$ cat src/rtl/sigmoid_sched_pkg.sv
// Shared definitions for the sigmoid scheduler and the sigmoid unit it feeds.
package sigmoid_sched_pkg;

  // Default datapath widths, common with the sigmoid unit.
  localparam int IBIT_DEF = 32;
  localparam int OBIT_DEF = 11;
  localparam int FBIT_DEF = 10;

  // Smallest watchdog that still outlasts a healthy sigmoid computation.
  localparam int MIN_TIMEOUT = FBIT_DEF + 7;

  // Scheduler states.
  typedef enum logic [2:0] {
    S_IDLE   = 3'd0,
    S_LAUNCH = 3'd1,
    S_GAP    = 3'd2,
    S_WAIT   = 3'd3,
    S_RESP   = 3'd4
  } state_t;

endpackage

$ cat src/rtl/sigmoid_sched_rr_arbiter.sv
// Combinational round-robin search: first requester at or after ptr, wrapping.
module rr_arbiter
  import sigmoid_sched_pkg::*;
#(
  parameter int NREQ = 4,
  parameter int IDW  = 2
) (
  input  logic [NREQ-1:0] req,
  input  logic [IDW-1:0]  ptr,
  output logic [IDW-1:0]  gnt,
  output logic            any_req
);

  logic [IDW:0] idx;

  // Scan from the farthest offset down so the nearest requester wins.
  always_comb begin
    gnt     = '0;
    any_req = 1'b0;
    idx     = '0;
    for (int k = NREQ - 1; k >= 0; k--) begin
      idx = {1'b0, ptr} + (IDW + 1)'(k);
      if (idx >= (IDW + 1)'(NREQ)) begin
        idx = idx - (IDW + 1)'(NREQ);
      end
      if (req[idx[IDW-1:0]]) begin
        gnt     = idx[IDW-1:0];
        any_req = 1'b1;
      end
    end
  end

endmodule

$ cat src/rtl/sigmoid_sched.sv
// Round-robin scheduler sharing one sigmoid unit among NREQ requesters,
// with a watchdog that returns an error result if the unit never answers.
module sigmoid_sched
  import sigmoid_sched_pkg::*;
#(
  parameter int NREQ    = 4,
  parameter int IDW     = 2,
  parameter int IBIT    = IBIT_DEF,
  parameter int OBIT    = OBIT_DEF,
  parameter int TIMEOUT = 64
) (
  input  logic                   clk,
  input  logic                   rst_n,
  input  logic [NREQ-1:0]        req,
  input  logic [NREQ*IBIT-1:0]   req_data,
  output logic [NREQ-1:0]        ack,
  output logic                   res_valid,
  output logic [IDW-1:0]         res_id,
  output logic signed [OBIT-1:0] res_data,
  output logic                   res_err,
  output logic                   busy,
  output logic                   sig_dv_in,
  output logic signed [IBIT-1:0] sig_in,
  input  logic                   sig_dv_out,
  input  logic signed [OBIT-1:0] sig_out
);

  localparam int TW = (TIMEOUT > 1) ? $clog2(TIMEOUT) : 1;

  state_t                 state;
  logic [IDW-1:0]         rr_ptr;
  logic [IDW-1:0]         cur_id;
  logic [TW-1:0]          timer;
  logic [IDW-1:0]         gnt;
  logic                   any_req;
  logic signed [IBIT-1:0] sel_data;
  logic [IDW-1:0]         next_ptr;

  rr_arbiter #(
    .NREQ (NREQ),
    .IDW  (IDW)
  ) u_arb (
    .req     (req),
    .ptr     (rr_ptr),
    .gnt     (gnt),
    .any_req (any_req)
  );

  // Operand of the granted requester and the pointer just past it.
  always_comb begin
    sel_data = req_data[IBIT-1:0];
    for (int i = 0; i < NREQ; i++) begin
      if (gnt == IDW'(i)) begin
        sel_data = req_data[i*IBIT +: IBIT];
      end
    end
    next_ptr = (gnt == IDW'(NREQ - 1)) ? '0 : gnt + IDW'(1);
  end

  // Scheduler FSM; every output is registered on entry to the state it marks.
  always_ff @(posedge clk or negedge rst_n) begin
    if (!rst_n) begin
      state     <= S_IDLE;
      rr_ptr    <= '0;
      cur_id    <= '0;
      timer     <= '0;
      ack       <= '0;
      res_valid <= 1'b0;
      res_id    <= '0;
      res_data  <= '0;
      res_err   <= 1'b0;
      busy      <= 1'b0;
      sig_dv_in <= 1'b0;
      sig_in    <= '0;
    end else begin
      ack       <= '0;
      res_valid <= 1'b0;
      sig_dv_in <= 1'b0;
      case (state)
        S_IDLE: begin
          if (any_req) begin
            ack[gnt]  <= 1'b1;
            sig_in    <= sel_data;
            cur_id    <= gnt;
            rr_ptr    <= next_ptr;
            sig_dv_in <= 1'b1;
            busy      <= 1'b1;
            state     <= S_LAUNCH;
          end
        end
        S_LAUNCH: begin
          timer <= '0;
          state <= S_GAP;
        end
        // Forces a low cycle on the strobe before any later rising edge.
        S_GAP: begin
          state <= S_WAIT;
        end
        // sig_in stays put: the unit re-reads the operand sign at the end.
        S_WAIT: begin
          timer <= timer + TW'(1);
          if (sig_dv_out) begin
            res_data  <= sig_out;
            res_err   <= 1'b0;
            res_id    <= cur_id;
            res_valid <= 1'b1;
            state     <= S_RESP;
          end else if (timer == TW'(TIMEOUT - 1)) begin
            res_data  <= '0;
            res_err   <= 1'b1;
            res_id    <= cur_id;
            res_valid <= 1'b1;
            state     <= S_RESP;
          end
        end
        S_RESP: begin
          busy  <= 1'b0;
          state <= S_IDLE;
        end
        default: begin
          busy  <= 1'b0;
          state <= S_IDLE;
        end
      endcase
    end
  end

endmodule

$ cat config.mk
export PLATFORM = sky130hd
export DESIGN_NAME = sigmoid_sched
export DESIGN_NICKNAME = d
export VERILOG_FILES = /design/src/rtl/sigmoid_sched_pkg.sv /design/src/rtl/sigmoid_sched_rr_arbiter.sv /design/src/rtl/sigmoid_sched.sv
export SDC_FILE = /design/constraint.sdc
export NUM_CORES = 1
export LEC_CHECK = 0
export ABC_AREA = 1
export CORE_MARGIN = 3
export CORE_UTILIZATION = 40
export CTS_BUF_LIST = sky130_fd_sc_hd__clkbuf_16
export CTS_CLUSTER_DIAMETER = 80
export DETAILED_ROUTE_END_ITERATION = 8
export GPL_TIMING_DRIVEN = 0
export PLACE_DENSITY = 0.85
export SLEW_MARGIN = 20
export SYNTH_ARGS = -nofsm -noshare
export SYNTH_HDL_FRONTEND = slang
export SYNTH_SLANG_ARGS = --single-unit
$ cat constraint.sdc
create_clock -name clk -period 3 [get_ports clk]
set_input_delay 0.6 -clock clk [delete_from_list [all_inputs] [get_ports clk]]
set_output_delay 0.6 -clock clk [all_outputs]
set_load 0.02 [all_outputs]
==> results.cfg <==
[timing]
finalCritPeriodShare_pct = 94.4
fmax_mhz = 353
setup_tns_ns = 0
rsz0062_at_grt = no
finalHoldViolations = 0
fin_hold_ws_ns = 0.132
relSlewSlack_pct = 71.5
clock_skew_ns = 0.00806
slew_violations = 0
fin_ws_ns = 0.167
finalCriticalPeriod_ns = 2.83
tightest_slew_ns = 0.428
finalSetupViolCount = 0

[yosys]
synthesis.nets = 620
yosysWarnings = 0
synth.most_common_cell = nand2_1
syn_area_um2 = 3700
ys.flop_type = dfrtp_1
yosys.area.top_type = dfrtp_1
postSynthAreaPerCell_um2 = 7.89
synthArstFlopShare_pct = 100
synth_area_leaders = dfrtp_1 (45%), nand2_1 (18%), nand3_1 (5.4%), o211ai_2 (3.4%), o21ai_0 (3.0%)
synth.top_cell.area_share_pct = 44.6
ys_types = 34
synth_seq_area_share_pct = 44.6
synth_seq_cells = 66
syn_inst = 469
synth_edf_count = 0
synth_common_cells = nand2_1 (177), dfrtp_1 (66), nand3_1 (40)

[final_layout]
area_growth_pct = 68.7
antenna_cells = 0
drive_above_1_share_pct = 11.5
instances_no_fill = 792
fin_area_um2 = 6240
final.fill_count = 703
nNetsFinal = 830
final_core_util_pct = 70.6

[status]
outcome = finished clean

[detailed_routing]
drc = 0
via_per_inst = 5.14
wl_per_cell_um = 15.8
ant_nets = 0
drt-initial-drc-count = 136
drt-total-wl_um = 12500
vias = 4072
dr.pass1.iters = 4

[setup_path]
critical_path_class = in -> reg
endpoint_kind = register
worst_ep_required_time_ns = 3.20
crit_path_max_fanout = 10
start_kind = input port
critPathArrivalTime_ns = 3.03

[power]
p_seq_share_pct = 21.0
switching_power_mw = 3.28
power.share.switching_pct = 44.4
totalPowerFinal_mw = 7.38
intPower_mw = 4.10
p_leak_nw = 2.90
power_density_nw_per_um2 = 1180
vdd_drop_max_mv = 0.585
clkPwrFrac_pct = 17.3
combPwrFrac_pct = 61.6

[global_routing]
grt_pass1_vias = 4188
grt-ovfl-total = 0
gr-usage-all-layers_pct = 23.9
grt_pass1_wl_um = 19700
grt_max_degree = 54
antenna_found_initial = 0

[floorplanning]
initial_core_util_pct = 41.8
dieHeight_um = 102
die_width_um = 102
core-area_um2 = 8850
die_area_um2 = 10400
ios = 199
rows = 34

[clock_tree]
clk_latency_ns = 0.32
cts_root_buf = clkbuf_16
cts_tree = built
cts_max_path_buffers = 2
htree_levels = 3
cts_made_buffers = 9
clkSinkCount = 66
cts.clk_slew.worst_paths_ns = 0.06

[placed_design]
io_buffers = 198
dp_hpwl_um = 9700
routabilityCongestion = 0.855
pre_cts_slack_ns = -0.648
placed_cell_area_um2 = 5840
dp_cells = 776

[run]
cap_violations = 0

[min_path]
hold_class = in -> async
[metal layers]
metal | up-vias | GRT usage (%) | share of wire, %
met2 | 171 | 43.6 | 51
met3 | 21 | 6.55 | 8.4
met4 | 2 | 7.77 | 2.1
li1 | 1958 | - | -
met1 | 1920 | 27.0 | 39
met5 | - | 0 | 0.040
[power groups by stage]
| stage | combinational, mW | clock [mW] | sequential [mW] |
|---|---|---|---|
| after floorplan | 2.39 | 0 | 1.93 |
| final | 4.55 | 1.28 | 1.55 |
| after CTS | 4.53 | 1.30 | 1.55 |
| after detailed placement | 4.45 | 0 | 1.55 |
| after global placement | 4.31 | 0 | 1.54 |
| after global routing | 5.02 | 1.34 | 1.60 |
[layout by cell type, fill, tap and decap left out, drive strengths merged]
cell type      synthesis  final
nand3b                 2      2
buf                   15     17
a22o                  12     12
a31oi                 14     14
ha                     5      5
dfrtp                 66     66
o21ai                 25     25
nor3                   1      1
a21oi                  5      5
inv                   27     29
nand2                188    188
clkbuf                12     21
nor2                  32     32
or2                    1      1
and3                   1      1
a32o                   1      1
clkdlybuf4s50          0    197
clkinv                 0      1
nand3                 42     42
xor2                   1      1
bufinv                 0      4
o211ai                19     19
[timing repair]
action | 4_1_cts | 5_1_grt
gates resized for setup | 9 | 18
pin swaps | 1 | 0
buffers inserted | 1 | 0
hold buffers | 0 | 0
endpoints found under the setup margin | 32 | 31
[path summary, 6_finish.rpt]
kind	end	start	slack, ns	cells past startpoint
worst min-delay path	sig_in[23]$_DFFE_PN0P_	rst_n	0.13	1
worst max-delay path	sig_in[4]$_DFFE_PN0P_	req[3]	0.17	15
worst min register to register	res_id[0]$_DFFE_PN0P_	res_id[0]$_DFFE_PN0P_	0.47	2
worst max register to register	sig_in[4]$_DFFE_PN0P_	rr_ptr[0]$_DFFE_PN0P_	0.44	17
min in group clk	res_id[0]$_DFFE_PN0P_	res_id[0]$_DFFE_PN0P_	0.47	2
max in group asynchronous	sig_in[12]$_DFFE_PN0P_	rst_n	2.35	2
[logic make-up (layout without fill, tap and decap cells)]
kind of cell | Yosys count | after routing | synth area share, %
simple gates | 267 | 267 | 31.0
compound gates | 76 | 76 | 15.0
flops | 66 | 66 | 44.6
buf+inv | 54 | 269 | 7.40
fa+ha+maj | 5 | 5 | 1.69
xor+xnor | 1 | 1 | 0.237
[final cells by class]
type / instances / area (um2) / area share [%]
well taps: 108 / 135 / 2.16
plain buffers: 26 / 199 / 3.19
clock inverters: 7 / 141 / 2.26
multi-input cells: 349 / 1780 / 28.4
flip-flops and latches: 66 / 1650 / 26.5
repair buffers: 200 / 2010 / 32.3
inverters: 27 / 101 / 1.62
clock buffers: 9 / 225 / 3.61
[worst max-delay path, stage by stage]
cell	delay (ns)
clkdlybuf4s50_1	0.48
inv_1	0.06
o21ai_1	0.24
nand2_1	0.11
nand3_1	0.13
nand2_1	0.06
nand2_1	0.06
nand2_1	0.13
inv_1	0.12
ha_1	0.15
inv_1	0.05
clkbuf_4	0.19
clkbuf_2	0.21
o21ai_0	0.33
o211ai_2	0.12
[registers in the layout, summed over array words and instances (netlist names)]
register	count
timer	6
res_err	1
state	3
ack	4
sig_dv_in	1
sig_in	32
cur_id	2
rr_ptr	2
res_id	2
res_valid	1
busy	1
res_data	11
No activity file was read; power rests on OpenSTA's default activity.
